<file path="src/rtl/alu_seq_n.sv">
// N-bit sequential ALU with valid/ready handshakes and registered result/flags.
// Define ALU_MUL_EN to make op 111 a multi-cycle shift-add multiply; otherwise op 111 is AND.
module alu_seq_n #(
  parameter int WIDTH = 16,
  parameter int CNT_W = $clog2(WIDTH) + 1
) (
  input  logic             clk,
  input  logic             rst,
  input  logic             in_valid,
  output logic             in_ready,
  input  logic [WIDTH-1:0] a,
  input  logic [WIDTH-1:0] b,
  input  logic [2:0]       op,
  input  logic             sub,
  input  logic             cin,
  output logic             out_valid,
  input  logic             out_ready,
  output logic [WIDTH-1:0] result,
  output logic             cout,
  output logic             ovf,
  output logic             zero,
  output logic             busy
);

  generate
    if (WIDTH < 2 || CNT_W < $clog2(WIDTH) + 1) begin : g_param_check
      $error("alu_seq_n: WIDTH must be >= 2 and CNT_W must not be overridden");
    end
  endgenerate

  logic             accept;
  logic [WIDTH-1:0] bx;
  logic [WIDTH:0]   sum;
  logic [WIDTH-1:0] lres;
  logic             lcout;
  logic             lovf;
  logic             lzero;

  // Single-cycle datapath; op 111 falls to AND, which is what the legacy build needs.
  always_comb begin
    bx    = b ^ {WIDTH{sub}};
    sum   = {1'b0, a} + {1'b0, bx} + {{WIDTH{1'b0}}, cin};
    lcout = 1'b0;
    lovf  = 1'b0;
    case (op)
      3'b000:  lres = ~(a | b);
      3'b001:  lres = ~(a & b);
      3'b010:  lres = a | b;
      3'b011:  lres = a & b;
      3'b100:  lres = a ^ b;
      3'b101:  lres = ~(a ^ b);
      3'b110: begin
        lres  = sum[WIDTH-1:0];
        lcout = sum[WIDTH];
        lovf  = (a[WIDTH-1] == bx[WIDTH-1]) && (sum[WIDTH-1] != a[WIDTH-1]);
      end
      default: lres = a & b;
    endcase
    lzero = (lres == '0);
  end

  assign accept = in_valid && in_ready;

`ifdef ALU_MUL_EN

  typedef enum logic [1:0] {IDLE, MUL, HOLD} state_t;

  state_t             state;
  logic [2*WIDTH-1:0] acc;
  logic [2*WIDTH-1:0] mcand;
  logic [2*WIDTH-1:0] acc_nxt;
  logic [WIDTH-1:0]   mpr;
  logic [CNT_W-1:0]   cnt;

  always_comb begin
    case (state)
      IDLE:    in_ready = !out_valid || out_ready;
      HOLD:    in_ready = out_ready;
      default: in_ready = 1'b0;
    endcase
    acc_nxt = acc + (mpr[0] ? mcand : '0);
  end

  assign busy = (state == MUL);

  always_ff @(posedge clk) begin
    if (rst) begin
      state     <= IDLE;
      out_valid <= 1'b0;
      result    <= '0;
      cout      <= 1'b0;
      ovf       <= 1'b0;
      zero      <= 1'b0;
      acc       <= '0;
      mcand     <= '0;
      mpr       <= '0;
      cnt       <= '0;
    end else begin
      case (state)
        // IDLE and HOLD share the accept/consume logic; HOLD only differs in in_ready.
        IDLE, HOLD: begin
          if (accept && op == 3'b111) begin
            acc       <= '0;
            mcand     <= {{WIDTH{1'b0}}, a};
            mpr       <= b;
            cnt       <= '0;
            out_valid <= 1'b0;
            state     <= MUL;
          end else if (accept) begin
            result    <= lres;
            cout      <= lcout;
            ovf       <= lovf;
            zero      <= lzero;
            out_valid <= 1'b1;
            state     <= IDLE;
          end else if (out_ready) begin
            out_valid <= 1'b0;
            state     <= IDLE;
          end
        end
        MUL: begin
          acc   <= acc_nxt;
          mcand <= mcand << 1;
          mpr   <= mpr >> 1;
          cnt   <= cnt + 1'b1;
          if (cnt == CNT_W'(WIDTH - 1)) begin
            result    <= acc_nxt[WIDTH-1:0];
            cout      <= |acc_nxt[2*WIDTH-1:WIDTH];
            ovf       <= 1'b0;
            zero      <= (acc_nxt[WIDTH-1:0] == '0);
            out_valid <= 1'b1;
            state     <= HOLD;
          end
        end
        default: state <= IDLE;
      endcase
    end
  end

`else

  assign in_ready = !out_valid || out_ready;
  assign busy     = 1'b0;

  always_ff @(posedge clk) begin
    if (rst) begin
      out_valid <= 1'b0;
      result    <= '0;
      cout      <= 1'b0;
      ovf       <= 1'b0;
      zero      <= 1'b0;
    end else if (accept) begin
      result    <= lres;
      cout      <= lcout;
      ovf       <= lovf;
      zero      <= lzero;
      out_valid <= 1'b1;
    end else if (out_ready) begin
      out_valid <= 1'b0;
    end
  end

`endif

endmodule

</file>
<file path="config.mk">
export PLATFORM = sky130hd
export DESIGN_NAME = alu_seq_n
export DESIGN_NICKNAME = d
export VERILOG_FILES = /design/src/rtl/alu_seq_n.sv
export SDC_FILE = /design/constraint.sdc
export NUM_CORES = 1
export LEC_CHECK = 0
export CAP_MARGIN = 10
export CORE_MARGIN = 1
export CORE_UTILIZATION = 48
export CTS_CLUSTER_DIAMETER = 100
export DETAILED_ROUTE_END_ITERATION = 7
export PLACE_DENSITY = 0.8
export SYNTH_ARGS = -nofsm -noshare
export SYNTH_HDL_FRONTEND = slang
export SYNTH_SLANG_ARGS = --single-unit
</file>
<file path="constraint.sdc">
create_clock -name clk -period 4.2 [get_ports clk]
set_input_delay 1.05 -clock clk [delete_from_list [all_inputs] [get_ports clk]]
set_output_delay 1.05 -clock clk [all_outputs]
set_load 0.02 [all_outputs]
</file>
==> impl.org, run 1 <==
** Logic synthesis
- After Yosys synthesis, full adders, half adders and majority gates account for 19.8% of the synthesized area.
- Post-Syn Instances :: 428
- Number of storage elements in the synthesis netlist :: 20
- The Yosys step of the flow raised 0 warnings.
- Sequential area share after synthesis :: 12.6%
- Summing the areas of all compound-gate instances in the mapped netlist gives 24.8% of the synthesized area.
- After Yosys synthesis, XOR and XNOR cells account for 5.79% of the synthesized area.
- After synthesis, the largest family of logic cells by area is compound AO/OA/AOI/OAI gates.
- Share of synthesized area spent on multiplexers :: 9.18%
- Count of flip-flops with a built-in enable after synthesis :: 0
- Of the total synthesized cell area, the portion taken by AND, OR, NAND and NOR gates is 19.1%.
- The netlist uses 62 different library cells.
- Async set-or-reset flop fraction in the synthesized netlist :: 0%
- Area of the mapped netlist :: 0.00318 sq mm
- Mean area per synthesized cell :: 7.42 sq um
- Synthesis produced a netlist with a net count of 518.
- The most used flip-flop cell after synthesis is dfxtp_1.

** Floorplanning
- Die span in x :: 83.4 um
- In this run the count of I/O pins placed on the die edge is 63.
- Placeable Area :: 0.00639 sq mm
- Number of core rows :: 29
- Die ar. :: 0.00695 sq mm
- The floorplan step set the die height to 83.4 um.
- Once the floorplan was initialized, standard cells occupied 49.7% of the core.

** Critical path
- In this run the register-to-register setup slack is 2.28 ns.
- Capturing element type of the critical path :: flip-flop
- Worst Path Class, Setup :: primary input to flip-flop
- Counting both buffers and inverters, the worst setup path holds a total of 2.
- Endpoint of the worst setup timing path :: zero$_SDFFE_PP0P_
- Number of cells on the worst reg-to-reg path :: 9
- In this run the critical register-to-register path is launched from out_valid$_SDFFE_PP0P_.
- The largest single stage delay on the critical path is 0.53 ns.
- The critical path runs through a total of 13 cells.
- The most critical setup path has its startpoint at sub.
- Req. time, crit path :: 4.40 ns
- For this design, the slowest cell found on the critical path is clkdlybuf4s50_1.
- In this run the critical register-to-register path is captured at zero$_SDFFE_PP0P_.
- Kind of cell adding the most delay to the critical path :: compound AO/OA/AOI/OAI gates
- Arrival time of the worst setup path :: 4.29 ns
- STA classifies the critical path startpoint as a primary input.
- Cell-by-cell trace of the critical path :: clkdlybuf4s50_1, xnor2_1, fa_1, inv_1, fa_1, a21oi_2, o2111ai_4, a2111oi_2, o21ai_1, nor3b_1, a2111oi_1, nand4_1, o21ai_1
- Critical path peak fanout :: 4

** Global route
- The number of global-route vias before repair was 3171.
- Entering global routing, the biggest net connects 31 pins.
- Met2 Track Usage GR :: 47.6%
- Met1 global-route usage :: 31.5%
- Tot GR Track Use :: 25.5%
- The initial antenna violation count is 0.
- Wire length of the first global-routing pass :: 14800 um
- After global routing, the most crowded layer is met2.
- Overflow left after global routing :: 0
- For this run, global-route usage on met3 was measured as 2.39%.

** Min path
- Type of the most critical hold path :: flip-flop to flip-flop

** Detailed routing
- Routed wire length per instance :: 15.6 um
- The count of nets left with antenna violations once routing finished came out at 0.
- Using the TritonRoute via totals, the vias-per-cell ratio works out to 5.80.
- DR vias :: 3294
- Post-route DRC violation count :: 0
- DRC violation total after the first TritonRoute iteration :: 167
- Summed over all layers, the routed wires come to 8880 um.
- The first detailed-routing pass ran for 4 iterations.

** Timing
- For the pin with the worst max-slew slack, the measured transition is 0.675 ns.
- Setup slack closes at 0.106 ns.
- F_max :: 0.244 GHz
- After layout, the minimum clock period comes to 4.09 ns.
- The worst path uses 97.5% of the clock period.
- Final-layout worst hold slack :: 0.456 ns
- Final count of hold timing violations :: 0
- Headroom to the max-slew limit came out at 54.9%.
- Clock skew on the completed layout was measured at 0.00152 ns.
- Final setup violating endpoints :: 0
- The max-slew violation total from the final report is 0.

** Final layout
- Fraction of layout cells with a size suffix above 1 :: 9.37%
- Fillers :: 599
- Leading cell type in the layout, fill and taps excluded :: clkdlybuf4s50_1
- Net count reported at finish :: 582
- Post-Layout Inst Area :: 0.00402 sq mm
- Layout Utilization :: 63.0%
- Commonest non-fill, non-tap cells in the layout :: 60 x clkdlybuf4s50_1, 47 x ha_1, 44 x inv_1, 38 x nor2_1, 31 x nand2_1
- Area delta synth->final :: 26.6%
- The number of antenna diodes in the final layout is 0.

** Placement
- In this run the cell area measured after placement is 0.00393 sq mm.
- Routability-driven placement finished with a final weighted congestion of 0.865.
- Worst setup slack before clock tree synthesis :: -0.143 ns
- Port buffering added 61 buffers.
- The HPWL after detailed placement is 7050 um.

** Clock tree
- For the worst-skew pair, the clock arrives at the later sink with an insertion delay of 0.26 ns.
- Number of clock buffers inserted by TritonCTS :: 3
- No sink is reached through more buffers than the 2 on the longest clock path.
- Clock root cell :: clkbuf_8
- Clock slew at the register clock pins of the worst setup and hold paths :: 0.07 ns
- Once the clock tree was built, the resizer swapped 0 gates to a different size.
- In this run the post-CTS setup repair buffer count came out at 0.
- Number of hold-repair buffers added at the cts stage :: 0
- Total number of H-tree levels :: 1
- Counting every sink on the clock net gives 20.
- TritonCTS built the clock tree.

** Pwr
- The completed layout was analyzed and its total power is 0.886 mW.
- The worst-case IR drop observed on VDD is 166 uV.
- In this run the static leakage power is 1.86 nW.
- Power per unit of standard cell area :: 220 mW/mm^2

** Flow run
- Number of max-cap violations :: 0

** Status
- The run finished with clean final reports.
## state kept, by name, indices dropped and copies added (netlist names)
| signal | flops |
|---|---|
| result | 16 |
| cout | 1 |
| out_valid | 1 |
| ovf | 1 |
| zero | 1 |
## metrics by stage
step,TNS [ns],std cells
2_1_floorplan,0,428
3_3_place_gp,-0.0709,564
3_5_place_dp,-0.143,564
4_1_cts,0,568
5_1_grt,-0.0634,568
6_report,0,568
## synthesized netlist by cell type, types with 2 or more instances
cell type	n	share of area [%]
nor4_1	2	0.39
nand2b_1	6	1.2
mux4_2	2	1.4
o21ai_0	18	2.8
nand4_1	7	1.4
buf_1	2	0.24
buf_2	4	0.63
o21ai_1	6	0.95
o21a_1	4	0.95
ha_1	47	19
a21o_1	4	0.95
a21oi_2	2	0.55
o221ai_1	5	1.4
dfxtp_1	20	13
a21oi_1	30	4.7
buf_4	4	0.95
mux2_2	4	1.4
or3_1	3	0.59
o211a_1	3	0.95
nand2_1	31	3.7
nor2_1	38	4.5
o211ai_1	3	0.71
a31oi_1	2	0.39
a211o_1	4	1.1
fa_1	2	1.3
clkbuf_1	13	1.5
xor2_1	20	5.5
o31ai_1	3	0.71
and2_1	2	0.39
or2_2	4	0.79
o22ai_1	5	0.98
inv_1	44	5.2
nand3_1	10	1.6
nor2b_1	4	0.79
nor3_1	13	2.0
a211oi_1	13	3.1
mux2i_1	19	6.0
## worst min path at each step
| stage | startpoint | endpoint | slack [ns] | cells past startpoint |
|---|---|---|---|---|
| 4_1_cts | ovf$_SDFFE_PP0P_ | ovf$_SDFFE_PP0P_ | 0.46 | 2 |
| 2_1_floorplan | cout$_SDFFE_PP0P_ | cout$_SDFFE_PP0P_ | 0.53 | 2 |
| 3_3_place_gp | ovf$_SDFFE_PP0P_ | ovf$_SDFFE_PP0P_ | 0.44 | 2 |
| 5_1_grt | result[1]$_SDFFE_PP0P_ | result[1]$_SDFFE_PP0P_ | 0.48 | 2 |
| 3_5_place_dp | ovf$_SDFFE_PP0P_ | ovf$_SDFFE_PP0P_ | 0.45 | 2 |
| 6_report | ovf$_SDFFE_PP0P_ | ovf$_SDFFE_PP0P_ | 0.46 | 2 |
## worst min-delay path, stage by stage, from the launching register on
cell	delay (ns)
dfxtp_1	0.31
nand2_1	0.05
a21oi_1	0.05
## layer usage
layer | share of wire (%) | vias up
li1 | - | 1648
met1 | 44 | 1537
met2 | 50 | 95
met3 | 4.6 | 14
met4 | 1.5 | 0
met5 | 0 | -
## cells by family (layout without fill, tap and decap cells)
group,after synthesis,after routing
compound gates,116,116
xor+xnor,21,21
fa+ha+maj,49,49
buf+inv,68,131
flops,20,20
mux,26,26
other cells,1,1
simple gates,127,127
## power by group
group | leakage, nW | switching (mW) | internal, mW
logic | 1.66 | 0.287 | 0.240
registers | 0.165 | 0.00782 | 0.204
clock network | 0.0288 | 0.0639 | 0.0835
total | 1.86 | 0.359 | 0.527
## layout make-up
class	instances	area, sq um	share of cell area (%)
inverter	45	169	4.20
multi-input combinational	340	2540	63.1
timing repair buffer	82	763	19.0
clock buffer	4	55.1	1.37
sequential	20	400	9.95
tap	77	96.3	2.40
Note: power is estimated with default switching activity, not from simulation.
==> run 2, diff against run 1 <==
Settings changed: CTS_CLUSTER_SIZE set to 8.
==> results of run 2 <==
No change in the layout: final DEF, timing and power equal those of run 1.
==> RTL edit: new RTL, config.mk and constraints of run 1 <==
Change the parameter `WIDTH` from 16 to 32.
--- a/src/rtl/alu_seq_n.sv
+++ b/src/rtl/alu_seq_n.sv
@@ -1,7 +1,7 @@
 // N-bit sequential ALU with valid/ready handshakes and registered result/flags.
 // Define ALU_MUL_EN to make op 111 a multi-cycle shift-add multiply; otherwise op 111 is AND.
 module alu_seq_n #(
-  parameter int WIDTH = 16,
+  parameter int WIDTH = 32,
   parameter int CNT_W = $clog2(WIDTH) + 1
 ) (
   input  logic             clk,
Ports: changed (resized a, b and result); port bits go from 63 to 111. No check against the original RTL was run, so the function may have changed too.
==> RTL edit against run 1 <==
Sequential cell count is 16 higher. Global-route usage rose by 2.1 points. Final area up 120%. Power grew 130%. Routed wire length rose by 120%. Worst setup slack worse by 0.012 ns. Area after synthesis is 100% higher. Utilization increased by 5.8 points. Largest power group unchanged.
==> RTL edit: results (changes against run 1) <==
Global routing
  • Largest net degree at the start of global routing: 61 (+97%)
  • First-pass GRT wire length: 31900 µm (+120%)

Cells and area
  • Clock buf/inv share: 1.52% (+0.15 points)
  • Layout cell share with drive strength beyond 1: 21.9% (+13 points)
  • Signal buffers: 245 (+200%)
  • Max reg flops: 32 (+16)

Clock tree
  • Clock-pin slew of the registers on the worst-case setup and hold paths: 0.05 ns (-0.02 ns)
  • Setup bufs post-CTS: 6 (+6)
  • Root buffer cell: clkbuf_16

Worst setup path
  • Worst R2R Path Depth: 10 (+1)
  • R2R setup slack: 2.04 ns (-0.24 ns)

Synth
  • Mux cell area share after synthesis: 12.0% (+2.8 points)
  • Syn Nets: 1015 (+96%)
  • Post-synthesis compound-gate area fraction: 26.0% (+1.2 points)
  • Synth top cells by count: ha_1 (95), inv_1 (79), nand2_1 (70)
  • Synthesized instance count: 845 (+97%)
  • Netlist area before placement: 0.00641 mm² (+100%)
  • Sequential cell area fraction in the yosys report: 11.2% (-1.4 points)
  • Synth top area share: 18.5% (+0.029 points)
  • Synth Area in Adders: 19.2% (-0.61 points)

Drt
  • First-pass detailed-route iteration total: 6 (+2)

Placed design
  • PortBufs: 109 (+79%)
  • Post-DP Area: 0.00841 mm² (+110%)
  • Pre-CTS setup slack: -0.462 ns (-0.320 ns)

Timing
  • Clock skew: 0.00159 ns (+0.0000666 ns)

Run status
  • Status: finished clean

Power
  • Maximum VDD drop: 0.000150 V (-9.5%)
==> RTL edit: per-layer routing <==
metal,vias up,global-route usage (%),wire [µm]
met5,-,0,0
met4,0,5.37,346
met3,44,3.00,1140
met2,273,49.5,9550
met1,3276,35.6,8550
li1,3420,-,-
==> RTL edit: worst min-delay path by stage <==
stage	startpoint	to	slack, ns	cells past startpoint
4_1_cts	result[3]$_SDFFE_PP0P_	result[3]$_SDFFE_PP0P_	0.45	2
3_3_place_gp	result[13]$_SDFFE_PP0P_	result[13]$_SDFFE_PP0P_	0.44	2
3_5_place_dp	result[3]$_SDFFE_PP0P_	result[3]$_SDFFE_PP0P_	0.45	2
5_1_grt	result[9]$_SDFFE_PP0P_	result[9]$_SDFFE_PP0P_	0.48	2
6_report	result[3]$_SDFFE_PP0P_	result[3]$_SDFFE_PP0P_	0.45	2
2_1_floorplan	cout$_SDFFE_PP0P_	cout$_SDFFE_PP0P_	0.53	2
